## src/rtl/reset_sequencer.sv

```systemverilog
// rtl/reset_sequencer.sv - PLL-lock filtered, ordered multi-domain reset release
//
// Purpose:
//   Synchronises pll_lock, waits until it has stayed high for LOCK_CYCLES,
//   then releases rst_n_out[0], rst_n_out[1], ... rst_n_out[N_DOMAINS-1]
//   one after another, STAGE_DELAY cycles apart. Losing lock or a soft reset
//   request re-asserts the resets and restarts the whole sequence.
//   Optional macro RESET_SEQUENCER_ORDERED_ASSERT_EN: on abort, released
//   domains are re-asserted one per cycle in reverse order instead of together.
//
// Ports:
//   clk              sequencer clock (PLL output)
//   rst_n            synchronous active-low reset
//   pll_lock         raw PLL lock, asynchronous to clk
//   soft_rst_req     level request to re-run the sequence
//   rst_n_out        per-domain active-low resets, bit k = domain k
//   ready            all domains released
//   lock_loss_count  saturating count of lock losses after release began

module reset_sequencer #(
    parameter int N_DOMAINS   = 3,
    parameter int LOCK_CYCLES = 256,
    parameter int STAGE_DELAY = 16,
    parameter int SYNC_STAGES = 2
) (
    input  logic                 clk,
    input  logic                 rst_n,
    input  logic                 pll_lock,
    input  logic                 soft_rst_req,
    output logic [N_DOMAINS-1:0] rst_n_out,
    output logic                 ready,
    output logic [7:0]           lock_loss_count
);

    localparam int LW = $clog2(LOCK_CYCLES + 1);
    localparam int SW = $clog2(STAGE_DELAY + 1);

    typedef enum logic [2:0] {
        ST_HOLD,
        ST_FILTER,
        ST_RELEASE,
        ST_RUN
`ifdef RESET_SEQUENCER_ORDERED_ASSERT_EN
        , ST_DRAIN
`endif
    } state_t;

    state_t               state_q, state_d;
    logic [SYNC_STAGES-1:0] sync_q, sync_d;
    logic [LW-1:0]        cnt_q, cnt_d;
    logic [SW-1:0]        timer_q, timer_d;
    logic [N_DOMAINS-1:0] rst_n_out_q, rst_n_out_d;
    logic                 ready_q, ready_d;
    logic [7:0]           lock_loss_count_q, lock_loss_count_d;

    logic                 lock_s;
    logic                 abort;
    logic [N_DOMAINS-1:0] released_next;

    assign lock_s = sync_q[SYNC_STAGES-1];
    assign abort  = !lock_s || soft_rst_req;

    // Released bits are always contiguous from domain 0, so releasing the
    // next domain is a shift-in of a one; the stage index is implicit.
    assign released_next = N_DOMAINS'({rst_n_out_q, 1'b1});

`ifdef RESET_SEQUENCER_ORDERED_ASSERT_EN
    // Shifting right re-asserts the highest released domain first.
    logic [N_DOMAINS-1:0] drained_next;
    assign drained_next = rst_n_out_q >> 1;
`endif

    always_comb begin
        state_d           = state_q;
        sync_d            = {sync_q[SYNC_STAGES-2:0], pll_lock};
        cnt_d             = cnt_q;
        timer_d           = timer_q;
        rst_n_out_d       = rst_n_out_q;
        ready_d           = ready_q;
        lock_loss_count_d = lock_loss_count_q;

        case (state_q)
            ST_HOLD: begin
                rst_n_out_d = '0;
                ready_d     = 1'b0;
                cnt_d       = '0;
                timer_d     = '0;
                if (!abort) begin
                    state_d = ST_FILTER;
                end
            end

            ST_FILTER: begin
                if (abort) begin
                    state_d = ST_HOLD;
                    cnt_d   = '0;
                end else if (cnt_q == LW'(LOCK_CYCLES - 1)) begin
                    state_d = ST_RELEASE;
                    cnt_d   = '0;
                    timer_d = '0;
                end else begin
                    cnt_d = cnt_q + 1'b1;
                end
            end

            ST_RELEASE, ST_RUN: begin
                if (abort) begin
                    // Only a lock drop counts; a coincident soft request
                    // still counts exactly once.
                    if (!lock_s && lock_loss_count_q != 8'hFF) begin
                        lock_loss_count_d = lock_loss_count_q + 8'd1;
                    end
                    ready_d = 1'b0;
                    timer_d = '0;
`ifdef RESET_SEQUENCER_ORDERED_ASSERT_EN
                    rst_n_out_d = drained_next;
                    state_d     = (drained_next == '0) ? ST_HOLD : ST_DRAIN;
`else
                    rst_n_out_d = '0;
                    state_d     = ST_HOLD;
`endif
                end else if (state_q == ST_RELEASE) begin
                    if (timer_q == SW'(STAGE_DELAY - 1)) begin
                        timer_d     = '0;
                        rst_n_out_d = released_next;
                        if (released_next[N_DOMAINS-1]) begin
                            state_d = ST_RUN;
                        end
                    end else begin
                        timer_d = timer_q + 1'b1;
                    end
                end else begin
                    ready_d = 1'b1;
                end
            end

`ifdef RESET_SEQUENCER_ORDERED_ASSERT_EN
            ST_DRAIN: begin
                // Abort inputs are deliberately not looked at here.
                ready_d     = 1'b0;
                rst_n_out_d = drained_next;
                if (drained_next == '0) begin
                    state_d = ST_HOLD;
                end
            end
`endif

            default: begin
                state_d     = ST_HOLD;
                rst_n_out_d = '0;
                ready_d     = 1'b0;
            end
        endcase
    end

    always_ff @(posedge clk) begin
        if (!rst_n) begin
            state_q           <= ST_HOLD;
            sync_q            <= '0;
            cnt_q             <= '0;
            timer_q           <= '0;
            rst_n_out_q       <= '0;
            ready_q           <= 1'b0;
            lock_loss_count_q <= 8'd0;
        end else begin
            state_q           <= state_d;
            sync_q            <= sync_d;
            cnt_q             <= cnt_d;
            timer_q           <= timer_d;
            rst_n_out_q       <= rst_n_out_d;
            ready_q           <= ready_d;
            lock_loss_count_q <= lock_loss_count_d;
        end
    end

    assign rst_n_out       = rst_n_out_q;
    assign ready           = ready_q;
    assign lock_loss_count = lock_loss_count_q;

endmodule
```

## config.mk

```make
export PLATFORM = sky130hd
export DESIGN_NAME = reset_sequencer
export DESIGN_NICKNAME = d
export VERILOG_FILES = /design/src/rtl/reset_sequencer.sv
export SDC_FILE = /design/constraint.sdc
export NUM_CORES = 1
export LEC_CHECK = 0
export ABC_CLOCK_PERIOD_IN_PS = 2500
export CAP_MARGIN = 20
export CORE_UTILIZATION = 48
export CTS_BUF_LIST = sky130_fd_sc_hd__clkbuf_8
export DETAILED_ROUTE_END_ITERATION = 12
export PLACE_DENSITY = 0.71
export SLEW_MARGIN = 10
export SYNTH_ARGS = -nofsm -noshare
export SYNTH_HDL_FRONTEND = slang
export SYNTH_SLANG_ARGS = --single-unit
export TNS_END_PERCENT = 100
```

## constraint.sdc

```tcl
create_clock -name clk -period 2.5 [get_ports clk]
set_clock_uncertainty 0.2 [all_clocks]
set_input_delay 0.375 -clock clk [delete_from_list [all_inputs] [get_ports clk]]
set_output_delay 0.375 -clock clk [all_outputs]
set_load 0.05 [all_outputs]
```

==> results.toml, run 1 <==
[outcome]
outcome = "completed"

[floorplanning]
die_x_um = 55.70
start_util_pct = 50.62
row_count = 19
core-area_sq_um = 2734
die_h_um = 55.70
fp.dieArea_sq_um = 3102
ios = 16

[drt]
drt-wirelength-per-cell_um = 14.21
vias = 1221
drt-initial-drc-count = 67
drtAntennaViolNets = 0
drc = 0
first_pass_iters = 4
drt_wl_total_um = 2899
avgViaCountPerCell = 5.985

[synth]
synth-main-ff-cell = "dfxtp_1"
synth-compound-area-share_pct = 16.09
ys_async_sr_fraction_pct = 0
yosysSeqAreaShare_pct = 43.40
ys_warn_count = 0
yosys-top-cells-area = "dfxtp_1 43%, a21oi_1 4.0%, nor2_1 3.8%"
synth-seq-cells = 30
syn-num-nets = 161
synth_mux_area_share_pct = 3.074
yosys.area_share.simple_pct = 26.22
synth_fa_ha_area_share_pct = 2.712
synth-edff-count = 0
synth_top_area_share_pct = 43.40
yosysUniqueCellTypes = 39
netlist_area_sq_um = 1384
yosysTopAreaCell = "dfxtp_1"
synth_xor_area_share_pct = 5.063
synth.most_common_cell = "dfxtp_1"
synth_common_cells = "30 x dfxtp_1, 14 x nor2_1, 11 x a21oi_1"
syn_inst = 154
synth_top_family_by_area = "simple AND/OR/NAND/NOR gates"
avgSynthCellArea_sq_um = 8.986

[place]
preCtsSetupSlack_ns = 0.2260
hpwl_um = 2084
numPortBuffers = 15
gp_congestion = 0.7971

[sta]
finalSetupViolations = 0
slew_violations = 0
fin_crit_sh_pct = 86.63
setup_tns_ns = 0
period_minus_slack_ns = 2.166
max_freq_mhz = 461.7
whs_ns = 0.2325
tightestPinTransition_ns = 0.5310
rsz0062_at_grt = "no"
final_hold_viol_count = 0
fin_ws_ns = 0.3343
relSlewSlack_pct = 64.23

[worst_setup_path]
worstSetupPathType = "reg2out"
endpoint_kind = "output port"
critPathLaunchType = "flop"
crit_fanout = 7
max_stage_delay_ns = 0.86
worstPathBufferInverterCount = 1
cp.arrival_ns = 1.59
critical_path.slowest_cell = "clkdlybuf4s50_1"
cp.required_ns = 1.92
crit_family = "buffers and inverters"
crit_chain = "clkdlybuf4s50_1"

[global_routing]
grt_pass1_wl_um = 4974
grt_max_degree = 13
grt_use_total_pct = 20.28
grt-ovfl-total = 0
antenna_found_initial = 0
grt_pass1_vias = 1149

[clocking]
ctsResizeCount = 0
cts_setup_buffers = 0
htree_levels = 2
cts_sinks = 30
numCtsBuffers = 5
cts.path.max_buffers = 2
cts_tree = "done"
clk_latency_ns = 0.27
clk_pin_slew_ns = 0.06
cts_hold_buf = 0
cts-root-buf = "clkbuf_8"

[min_path]
hold_path.class = "reg2reg"

[power_and_ir_drop]
power_w = 0.0008879
ir_drop_v = 0.0004637
p_leak_nw = 0.6009
power.density_nw_per_um2 = 536.8

[layout]
n_antenna_cell = 0
finalNetCount = 179
area_growth_syn_to_layout_pct = 19.53
drive_above_1_share_pct = 7.514
utilization_pct = 60.50

[run]
cap_viol_max_count = 0
-- report_power, final --
part / internal (W) / switching [W]
Sequential: 0.000480 / 0.00000137
Combinational: 0.00000812 / 0.00000926
Clock: 0.000217 / 0.000172
Total: 0.000705 / 0.000182
-- area by class of cell --
cell class | count | area, sq um
clock buffer | 6 | 82.58
timing repair buffer | 18 | 172.7
clock inverter | 2 | 8.758
sequential | 30 | 600.6
tap | 31 | 38.79
fill | 249 | 1080
multi-input combinational | 113 | 735.7
inverter | 4 | 15.01
-- registers in the layout (all words and copies together) (netlist names) --
name	count
cnt_q	9
lock_loss_count	8
ready	1
rst_n_out	3
state_q	2
sync_q	2
timer_q	5
-- logic make-up (layout without fill, tap and decap cells) --
group                      Yosys count  count (layout)
DFF                                 30              30
buffers and inverters               11              30
adders and majority gates            3               3
AOI/OAI and AO/OA                   34              34
and+or+nand+nor                     64              64
muxes                                4               4
xor gates and xnor gates             8               8
-- through the flow --
stage          instance area, sq um  std cells
4_1_cts                        1654        204
3_5_place_dp                   1563        196
5_1_grt                        1654        204
3_3_place_gp                   1563        196
6_report                       1654        204
2_1_floorplan                  1384        154
-- layer usage --
metal	track usage [%]	share of wire [%]	vias to the layer above
li1	-	-	605
met1	24.85	48	592
met2	33.91	48	22
met3	5.581	2.9	2
met4	7.500	0.55	0
met5	0	0	-
-- cell usage in the layout (no fill, tap or decap), drive strengths merged, types with 5 or more instances in the layout --
cell type / synthesis / routed
o21ai: 5 / 5
clkbuf: 3 / 6
dfxtp: 30 / 30
xor2: 5 / 5
nand2: 10 / 10
nor2: 14 / 14
clkdlybuf4s50: 0 / 15
nand4: 6 / 6
nand3: 10 / 10
inv: 4 / 5
a21oi: 11 / 11
-- worst paths after layout --
path | from | endpoint | slack [ns] | cells past startpoint
setup / recovery | lock_loss_count[2]$_SDFFE_PN0P_ | lock_loss_count[2] | 0.33 | 1
hold / removal | sync_q[0]$_SDFF_PN0_ | sync_q[1]$_SDFF_PN0_ | 0.23 | 1
setup reg to reg | state_q[1]$_SDFFE_PN0P_ | lock_loss_count[4]$_SDFFE_PN0P_ | 0.46 | 4
hold reg to reg | sync_q[0]$_SDFF_PN0_ | sync_q[1]$_SDFF_PN0_ | 0.23 | 1
(Power assumes the default switching activity.)
==> run 2: changes to the inputs <==
--- a/config.mk
+++ b/config.mk
@@ -9,9 +9,9 @@
 export CAP_MARGIN = 20
 export CORE_UTILIZATION = 48
 export CTS_BUF_LIST = sky130_fd_sc_hd__clkbuf_8
+export CTS_CLUSTER_DIAMETER = 40
 export DETAILED_ROUTE_END_ITERATION = 12
 export PLACE_DENSITY = 0.71
-export SLEW_MARGIN = 10
 export SYNTH_ARGS = -nofsm -noshare
 export SYNTH_HDL_FRONTEND = slang
 export SYNTH_SLANG_ARGS = --single-unit
==> results of run 2 <==
Final layout, timing and power as in run 1 (identical DEF).
==> run 3: changes to the inputs <==
--- a/config.mk
+++ b/config.mk
@@ -6,7 +6,7 @@
 export NUM_CORES = 1
 export LEC_CHECK = 0
 export ABC_CLOCK_PERIOD_IN_PS = 2500
-export CAP_MARGIN = 20
+export CORE_ASPECT_RATIO = 0.8
 export CORE_UTILIZATION = 48
 export CTS_BUF_LIST = sky130_fd_sc_hd__clkbuf_8
 export CTS_CLUSTER_DIAMETER = 40
==> run 3 against run 2 <==
Net effect:
- sequential share of layout area stayed put
- maximum frequency increased by 0.39%
- cell count rose by 2.5%
- setup slack improved by 0.0083 ns
- clock power down 4%
- die area about the same
- wire length is 1.3% lower
- clock-buffer cell count is the same
- via count decreased by 2.0%
- critical endpoint unchanged
- combinational power is essentially flat
==> results.toml, run 3 (synthesis gave the netlist of run 1 again) <==
[place]
preCtsSetupSlack_ns = 0.2673
hpwl_um = 2124
dp.cells = 203
dpl_cell_area_sq_um = 1572
numPortBuffers = 15
gp_congestion = 0.8342

[power_and_ir_drop]
ir_drop_v = 0.0002957
power.density_nw_per_um2 = 527.7
switchingPower_w = 0.0001732
switching_share_pct = 19.84
p_clk_share_pct = 42.8
p_leak_nw = 0.5917
power_w = 0.0008728
intPower_w = 0.0006996
seq_power_share_pct = 55.2
combinationalPowerShare_pct = 2.0

[global_routing]
grt_use_total_pct = 22.12
grt_pass1_vias = 1103
grt_max_degree = 12
grt_pass1_wl_um = 4871
grt-ovfl-total = 0
antenna_found_initial = 0

[clocking]
ctsResizeCount = 0
cts_tree = "done"
clk_pin_slew_ns = 0.06
cts_hold_buf = 0
numCtsBuffers = 5
clk_latency_ns = 0.28
cts_sinks = 30
cts-root-buf = "clkbuf_8"
cts_setup_buffers = 0
htree_levels = 2
cts.path.max_buffers = 2

[worst_setup_path]
max_stage_delay_ns = 0.85
crit_fanout = 7
endpoint_kind = "output port"
crit_family = "buffers and inverters"
cp.arrival_ns = 1.58
startpoint = "lock_loss_count[2]$_SDFFE_PN0P_"
worstPathBufferInverterCount = 1
crit_chain = "clkdlybuf4s50_1"
r2r-start = "cnt_q[0]$_SDFFE_PN0P_"
critical_path.slowest_cell = "clkdlybuf4s50_1"
worstSetupPathType = "reg2out"
critPathLaunchType = "flop"
cp.required_ns = 1.92

[min_path]
hold_path.class = "reg2reg"
hp-start = "sync_q[0]$_SDFF_PN0_"

[sta]
final_hold_viol_count = 0
finalSetupViolations = 0
rsz0062_at_grt = "no"
fin_crit_sh_pct = 86.30
max_freq_mhz = 463.5
relSlewSlack_pct = 61.13
tightestPinTransition_ns = 0.5770
fin_ws_ns = 0.3426
slew_violations = 0
period_minus_slack_ns = 2.157
setup_tns_ns = 0

[drt]
drtAntennaViolNets = 0
vias = 1197
first_pass_iters = 4
avgViaCountPerCell = 5.727
drt-initial-drc-count = 82
drc = 0
drt_wl_total_um = 2861
drt-wirelength-per-cell_um = 13.69

[floorplanning]
start_util_pct = 50.43
die_h_um = 50.03
ios = 16
die_x_um = 62.03
row_count = 17
fp.dieArea_sq_um = 3103
core-area_sq_um = 2744

[layout]
mostFrequentLayoutCells = "30 x dfxtp_1, 15 x clkdlybuf4s50_1, 14 x nor2_1"
top_register = "cnt_q"
n_antenna_cell = 0
largest_reg_flops = 9
finalNetCount = 179
instances_no_fill = 209
drive_above_1_share_pct = 7.018
final_area_sq_um = 1654
area_growth_syn_to_layout_pct = 19.53
final_common_cell = "dfxtp_1"

[run]
cap_viol_max_count = 0

[outcome]
outcome = "completed"
## run 3: changes by cell type in the layout (fill, tap and decap cells not counted)
cell / delta
inv_1: -1
clkinv_2: -1
## run 3: area by class of cell
| cell class | count | area, sq um |
|---|---|---|
| repair buffers | 18 | 172.7 |
| fillers | 237 | 1090 |
| clock buffers | 6 | 82.58 |
| inverters | 4 | 15.01 |
| flip-flops and latches | 30 | 600.6 |
| well taps | 38 | 47.55 |
| multi-input cells | 113 | 735.7 |
## run 3: final timing paths
check                          endpoint  slack [ns]  depth (start not counted)
setup / recovery     lock_loss_count[2]        0.34                          1
hold / removal     sync_q[1]$_SDFF_PN0_        0.24                          1
setup reg to reg  cnt_q[7]$_SDFFE_PN0P_        0.49                          5
hold reg to reg    sync_q[1]$_SDFF_PN0_        0.24                          1
## run 3: metal layers
| layer | wire (um) | global-route usage, % |
|---|---|---|
| met1 | 1407 | 29.31 |
| met5 | 0 | 0 |
| met3 | 152 | 9.711 |
| met2 | 1255 | 30.50 |
| met4 | 45 | 9.630 |
## run 3: power groups by stage
| stage | Clock [W] | Sequential [W] | Combinational (W) |
|---|---|---|---|
| after CTS | 0.000387 | 0.000481 | 0.0000178 |
| after global routing | 0.000406 | 0.000481 | 0.0000194 |
| after detailed placement | 0 | 0.000492 | 0.0000178 |
| final | 0.000374 | 0.000481 | 0.0000177 |
| after global placement | 0 | 0.000492 | 0.0000173 |
| after floorplan | 0 | 0.000491 | 0.00000968 |
## run 3: metrics by stage
step	hold WS, ns	util, %
2_1_floorplan	0.2119	-
3_3_place_gp	0.2238	57.27
3_5_place_dp	0.2242	57.27
4_1_cts	0.2379	60.28
5_1_grt	0.2516	60.28
6_report	0.2356	60.28
## run 3: worst reg2reg max path, stage by stage, from the launching register on
cell and delay [ns]:
dfxtp_1 0.35, ha_1 0.29, and4b_1 0.25, a21oi_1 0.22, or4b_1 0.46, a31oi_1 0.17
